## config.mk

```make
export PLATFORM = sky130hd
export DESIGN_NAME = queue_fifo_flat
export DESIGN_NICKNAME = d
export VERILOG_FILES = /design/src/rtl/queue_fifo_if.sv /design/src/rtl/queue_fifo.sv /design/src/flat_wrapper.sv
export SDC_FILE = /design/constraint.sdc
export NUM_CORES = 1
export LEC_CHECK = 0
export ABC_CLOCK_PERIOD_IN_PS = 3400
export CELL_PAD_IN_SITES_DETAIL_PLACEMENT = 1
export CELL_PAD_IN_SITES_GLOBAL_PLACEMENT = 2
export CORE_UTILIZATION = 50
export DETAILED_ROUTE_END_ITERATION = 7
export PLACE_DENSITY = 0.78
export SLEW_MARGIN = 25
export SYNTH_ARGS = -nofsm -noshare
export SYNTH_HDL_FRONTEND = slang
export SYNTH_SLANG_ARGS = --single-unit
```

## constraint.sdc

```tcl
create_clock -name clk -period 3.4 [get_ports clk]
set_clock_uncertainty 0.15 [all_clocks]
set_input_delay 0.34 -clock clk [delete_from_list [all_inputs] [get_ports clk]]
set_output_delay 0.34 -clock clk [all_outputs]
set_load 0.02 [all_outputs]
```

## src/rtl/queue_fifo_if.sv

```systemverilog
// Producer/consumer bundle for queue_fifo: push side, pop side, status and error flags.
// The fifo sits on the slave modport; the stage driving it uses master.
interface queue_fifo_if #(
  parameter int WIDTH = 32,
  parameter int DEPTH = 32
) ();
  localparam int CW = $clog2(DEPTH + 1);

  logic [WIDTH-1:0] wr_data;
  logic             we;
  logic             re;
  logic             clr_err;
  logic [WIDTH-1:0] rd_data;
  logic             rd_valid;
  logic             full;
  logic             empty;
  logic             almost_full;
  logic             almost_empty;
  logic [CW-1:0]    count;
  logic             overflow;
  logic             underflow;

  modport master (
    output wr_data, we, re, clr_err,
    input  rd_data, rd_valid, full, empty, almost_full, almost_empty,
           count, overflow, underflow
  );

  modport slave (
    input  wr_data, we, re, clr_err,
    output rd_data, rd_valid, full, empty, almost_full, almost_empty,
           count, overflow, underflow
  );
endinterface

```

## src/rtl/queue_fifo.sv

```systemverilog
// Single-clock FIFO of any depth with occupancy count, threshold flags, sticky
// error flags and a choice of fall-through or registered read.
module queue_fifo #(
  parameter int WIDTH     = 32,
  parameter int DEPTH     = 32,
  parameter int AF_THRESH = DEPTH - 2,
  parameter int AE_THRESH = 2,
  parameter bit FWFT      = 1'b1
) (
  input  logic        clk,
  input  logic        reset,
  queue_fifo_if.slave bus
);
  localparam int PW = (DEPTH > 1) ? $clog2(DEPTH) : 1;
  localparam int CW = $clog2(DEPTH + 1);

  logic [WIDTH-1:0] mem [DEPTH];
  logic [PW-1:0]    wr_ptr;
  logic [PW-1:0]    rd_ptr;
  logic [CW-1:0]    count_q;
  logic             overflow_q;
  logic             underflow_q;
  logic             full;
  logic             empty;
  logic             pop_ok;
  logic             push_ok;

  // Handshake: a push is taken when we is high and there is room, or a pop is
  // taken in the same cycle; a pop is taken when re is high and the fifo holds
  // data. Both decisions use the state before the clock edge.
  assign full    = (count_q == CW'(DEPTH));
  assign empty   = (count_q == '0);
  assign pop_ok  = bus.re & ~empty;
  assign push_ok = bus.we & (~full | pop_ok);

  assign bus.full         = full;
  assign bus.empty        = empty;
  assign bus.almost_full  = (count_q >= CW'(AF_THRESH));
  assign bus.almost_empty = (count_q <= CW'(AE_THRESH));
  assign bus.count        = count_q;
  assign bus.overflow     = overflow_q;
  assign bus.underflow    = underflow_q;

  // Explicit wrap so non power-of-two depths never index past the array.
  function automatic logic [PW-1:0] ptr_next(input logic [PW-1:0] p);
    return (p == PW'(DEPTH - 1)) ? '0 : p + PW'(1);
  endfunction

  always_ff @(posedge clk) begin
    if (push_ok) begin
      mem[wr_ptr] <= bus.wr_data;
    end
  end

  always_ff @(posedge clk or posedge reset) begin
    if (reset) begin
      wr_ptr      <= '0;
      rd_ptr      <= '0;
      count_q     <= '0;
      overflow_q  <= 1'b0;
      underflow_q <= 1'b0;
    end else begin
      if (push_ok) wr_ptr <= ptr_next(wr_ptr);
      if (pop_ok)  rd_ptr <= ptr_next(rd_ptr);
      case ({push_ok, pop_ok})
        2'b10:   count_q <= count_q + CW'(1);
        2'b01:   count_q <= count_q - CW'(1);
        default: count_q <= count_q;
      endcase
      // A new error in the same cycle as clr_err keeps the flag set.
      overflow_q  <= (bus.we & ~push_ok) | (overflow_q & ~bus.clr_err);
      underflow_q <= (bus.re & empty) | (underflow_q & ~bus.clr_err);
    end
  end

  generate
    if (FWFT) begin : g_fwft
      assign bus.rd_data  = mem[rd_ptr];
      assign bus.rd_valid = ~empty;
    end else begin : g_reg
      logic [WIDTH-1:0] rd_data_q;
      logic             rd_valid_q;

      always_ff @(posedge clk or posedge reset) begin
        if (reset) begin
          rd_data_q  <= '0;
          rd_valid_q <= 1'b0;
        end else begin
          rd_valid_q <= pop_ok;
          if (pop_ok) rd_data_q <= mem[rd_ptr];
        end
      end

      assign bus.rd_data  = rd_data_q;
      assign bus.rd_valid = rd_valid_q;
    end
  endgenerate
endmodule

```

## src/flat_wrapper.sv

```systemverilog
// flat-port wrapper written by rule: the top's interface ports become plain ports
module queue_fifo_flat 
#(
  parameter int WIDTH     = 32,
  parameter int DEPTH     = 32,
  parameter int AF_THRESH = DEPTH - 2,
  parameter int AE_THRESH = 2,
  parameter bit FWFT      = 1'b1
)
  (clk, reset, bus_wr_data, bus_we, bus_re, bus_clr_err, bus_rd_data, bus_rd_valid, bus_full, bus_empty, bus_almost_full, bus_almost_empty, bus_count, bus_overflow, bus_underflow);
  queue_fifo_if #(.WIDTH(WIDTH), .DEPTH(DEPTH)) bus_i ();
  input  logic clk;
  input  logic reset;
  input wire logic [$bits(bus_i.wr_data)-1:0] bus_wr_data;
  input wire logic [$bits(bus_i.we)-1:0] bus_we;
  input wire logic [$bits(bus_i.re)-1:0] bus_re;
  input wire logic [$bits(bus_i.clr_err)-1:0] bus_clr_err;
  output wire logic [$bits(bus_i.rd_data)-1:0] bus_rd_data;
  output wire logic [$bits(bus_i.rd_valid)-1:0] bus_rd_valid;
  output wire logic [$bits(bus_i.full)-1:0] bus_full;
  output wire logic [$bits(bus_i.empty)-1:0] bus_empty;
  output wire logic [$bits(bus_i.almost_full)-1:0] bus_almost_full;
  output wire logic [$bits(bus_i.almost_empty)-1:0] bus_almost_empty;
  output wire logic [$bits(bus_i.count)-1:0] bus_count;
  output wire logic [$bits(bus_i.overflow)-1:0] bus_overflow;
  output wire logic [$bits(bus_i.underflow)-1:0] bus_underflow;
  assign bus_i.wr_data = bus_wr_data;
  assign bus_i.we = bus_we;
  assign bus_i.re = bus_re;
  assign bus_i.clr_err = bus_clr_err;
  assign bus_rd_data = bus_i.rd_data;
  assign bus_rd_valid = bus_i.rd_valid;
  assign bus_full = bus_i.full;
  assign bus_empty = bus_i.empty;
  assign bus_almost_full = bus_i.almost_full;
  assign bus_almost_empty = bus_i.almost_empty;
  assign bus_count = bus_i.count;
  assign bus_overflow = bus_i.overflow;
  assign bus_underflow = bus_i.underflow;
  queue_fifo #(.WIDTH(WIDTH), .DEPTH(DEPTH), .AF_THRESH(AF_THRESH), .AE_THRESH(AE_THRESH), .FWFT(FWFT)) u_core (.clk(clk), .reset(reset), .bus(bus_i));
endmodule
```

==> results.ini <==
[run_status]
run_status=finished with violations
failed_checks=setup timing

[synthesis]
library_cells_used_by_synthesis=50
ys.warnings.count=0
mapped_area_um2=39400
ffs_latches_synth=1042
syn_avg_cell_area_um2=23.1
async_reset_ff_frac=0.0173
synth_ff_type=edfxtp_1
gate_count_of_the_mapped_netlist=1708
yosysSeqAreaShare=0.791
net_count_of_the_mapped_netlist=1757
synth-edff-count=1024

[place]
dp.final_hpwl_mm=57.0
dp_worst_setup_slack_ns=-0.0911
place_congestion=0.772
post-place-cells=2858
place.port_buffers=81

[final_layout]
fin_util=0.602
num_antenna_cells=0
layout.cells.most_common=edfxtp_1
finalNonFillerCells=3070
final_cell_mix=edfxtp_1, mux4_2, o22ai_1, clkbuf_16, buf_4
nets=1996
layout_cells_sized_above_1=0.325
layout_fillers=6252
area.growth.synth_to_final_pct=18.7

[timing]
max_slew_margin=0.312
final.min_clock_period_ns=3.43
timing_hold_violations_final=0
final.setup.worst_slack_ns=-0.0325
total_setup_violations_reported_at_the_end_of_the_flow=2
finalMaxSlewViolations=0
finalHoldWorstSlack_ns=0.00787
post-route-period-util=1.01
tightestPinTransition_ns=1.03
setup_repair_after_global_routing_missed_its_margin=true
max_clock_freq_ghz=0.291

[setup_path]
crit_required_ns=2.91
crit_path_end_kind=output pin
path_max_fanout=8
kind_of_launch_point_of_the_worst_setup_path=flop
worstSetupPathType=flop to output pin
arrival_ns=2.94

[cts]
clkTransAtPathRegs_ns=0.06
clk_root_buffer_cell=clkbuf_16
ctsLongestPathBuffers=3
insertion_delay_ns=0.66
tritoncts.num_buffers=103
clock_sinks=1042
h-tree-depth=3
cts_tree=yes

[floorplan]
design.die.area_um2=80000
initial_core_util=0.507
fp.dieH_um=283
chip_width_um=283
fp.coreArea_um2=77700
boundaryPins=82
num_rows=102

[pwr]
power.density_cell_area_nw_per_um2=778
fin_total_pwr_uw=36400
power.leakage_uw=0.0147
worst_ir_drop_vdd_uv=630

[detailed_routing]
post_drt_wl_per_cell_um=34.7
routed-via-count=19800
postRouteWirelength_mm=107
drt_pass1_iterations=5
detail_route.vias_per_cell=6.45
drt_first_iter_violations=2335
drtAntennaViolNets=0
drcViolationCount=0

[global_routing]
number_of_antenna_violations_at_the_first_check_in_global_routing=2
grt_pass1_vias=20800
globalRouteOverflowTotal=0
grt_first_pass_wirelength_mm=150
grt_start_max_net_pins=45
grtUsageTotal=0.272

[job]
maxCapViolations=0

[worst_hold_path]
hold_path.class=primary input to flop

-- cell families after synthesis --
| logic type | count (synthesis) | synth area share |
|---|---|---|
| DFF | 1042 | 0.791 |
| muxes | 260 | 0.147 |
| AOI/OAI and AO/OA | 159 | 0.0268 |
| and+or+nand+nor | 129 | 0.0171 |
| buffers and inverters | 103 | 0.0130 |
| adders and majority gates | 12 | 0.00400 |
| xor gates and xnor gates | 3 | 0.000666 |
-- routing by layer --
metal / routed length [um] / GRT usage
met5: 19 / 0
met4: 4030 / 0.102
met3: 7650 / 0.0403
met2: 54000 / 0.456
met1: 40900 / 0.364
-- state kept, by name (all words and copies together), names as in the netlist --
name,count
u_core.bus.overflow,1
u_core.mem,1024
u_core.rd_ptr,5
u_core.bus.count,6
u_core.bus.underflow,1
u_core.wr_ptr,5
-- per-stage QoR --
step	instance area (um2)	TNS, ns
finish	46800	-0.0327
global route	46800	-0.179
CTS	46700	-0.106
detailed placement	43000	-0.0911
global placement	43000	-0.0678
floorplan	39400	0
-- synth_stat cells (3+ instances only) --
cell,number,area [um2]
clkbuf_1,39,146
or3_1,4,25.0
nand2_1,20,75.1
edfxtp_1,1024,30700
inv_1,12,45.0
a21oi_1,3,15.0
nor4_1,33,206
nor2_1,41,154
buf_4,24,180
buf_2,27,135
ha_1,11,138
nand3b_1,7,52.6
dfrtp_1,18,450
o22ai_1,128,801
and3_1,5,31.3
mux4_2,256,5770
nand3_1,6,30.0
o21ai_0,9,45.0
xnor2_1,3,26.3
-- worst paths after layout --
path	from	end	slack (ns)	depth (start not counted)
min in group asynchronous	reset	u_core.bus.count[2]	0.52	3
max in group asynchronous	reset	u_core.rd_ptr[2]	1.99	3
min	bus_wr_data[7]	u_core.mem[17][7]	0.008	1
min reg2reg	u_core.bus.overflow	u_core.bus.overflow	0.35	1
max reg2reg	u_core.bus.count[2]	u_core.bus.count[5]	0.21	9
max	u_core.rd_ptr[0]	bus_rd_data[31]	-0.03	7
-- timing repair --
action                                  in CTS  in global routing
pin swaps                                    4                  2
resized for setup                           86                 27
hold buffers                                 1                  0
endpoints found under the hold margin        6                  0
setup buffers                                7                 11
endpoints found under the setup margin      32                 18
gates cloned                                 4                  1
-- critical path, stage by stage, from the launching register on --
cell	delay, ns
dfrtp_4	0.56
buf_12	0.19
buf_4	0.16
mux4_2	0.34
o22ai_1	0.09
nor4_1	0.41
buf_4	0.21
dlygate4sd2_1	0.33
-- layout make-up --
type / instances / area [um2] / area share
Sequential cell: 1042 / 31200 / 0.667
Multi-Input combinational cell: 563 / 8250 / 0.176
Clock buffer: 133 / 2730 / 0.0584
Timing Repair Buffer: 225 / 2690 / 0.0576
Tap cell: 1040 / 1300 / 0.0278
Clock inverter: 55 / 569 / 0.0122
Inverter: 12 / 45.0 / 0.000962
-- where the power goes --
group / switching (uW) / internal, uW / total (uW)
clock network: 4860 / 6300 / 11200
logic: 5500 / 4590 / 10100
registers: 365 / 14800 / 15200
total: 10700 / 25700 / 36400
(Power assumes the default switching activity.)
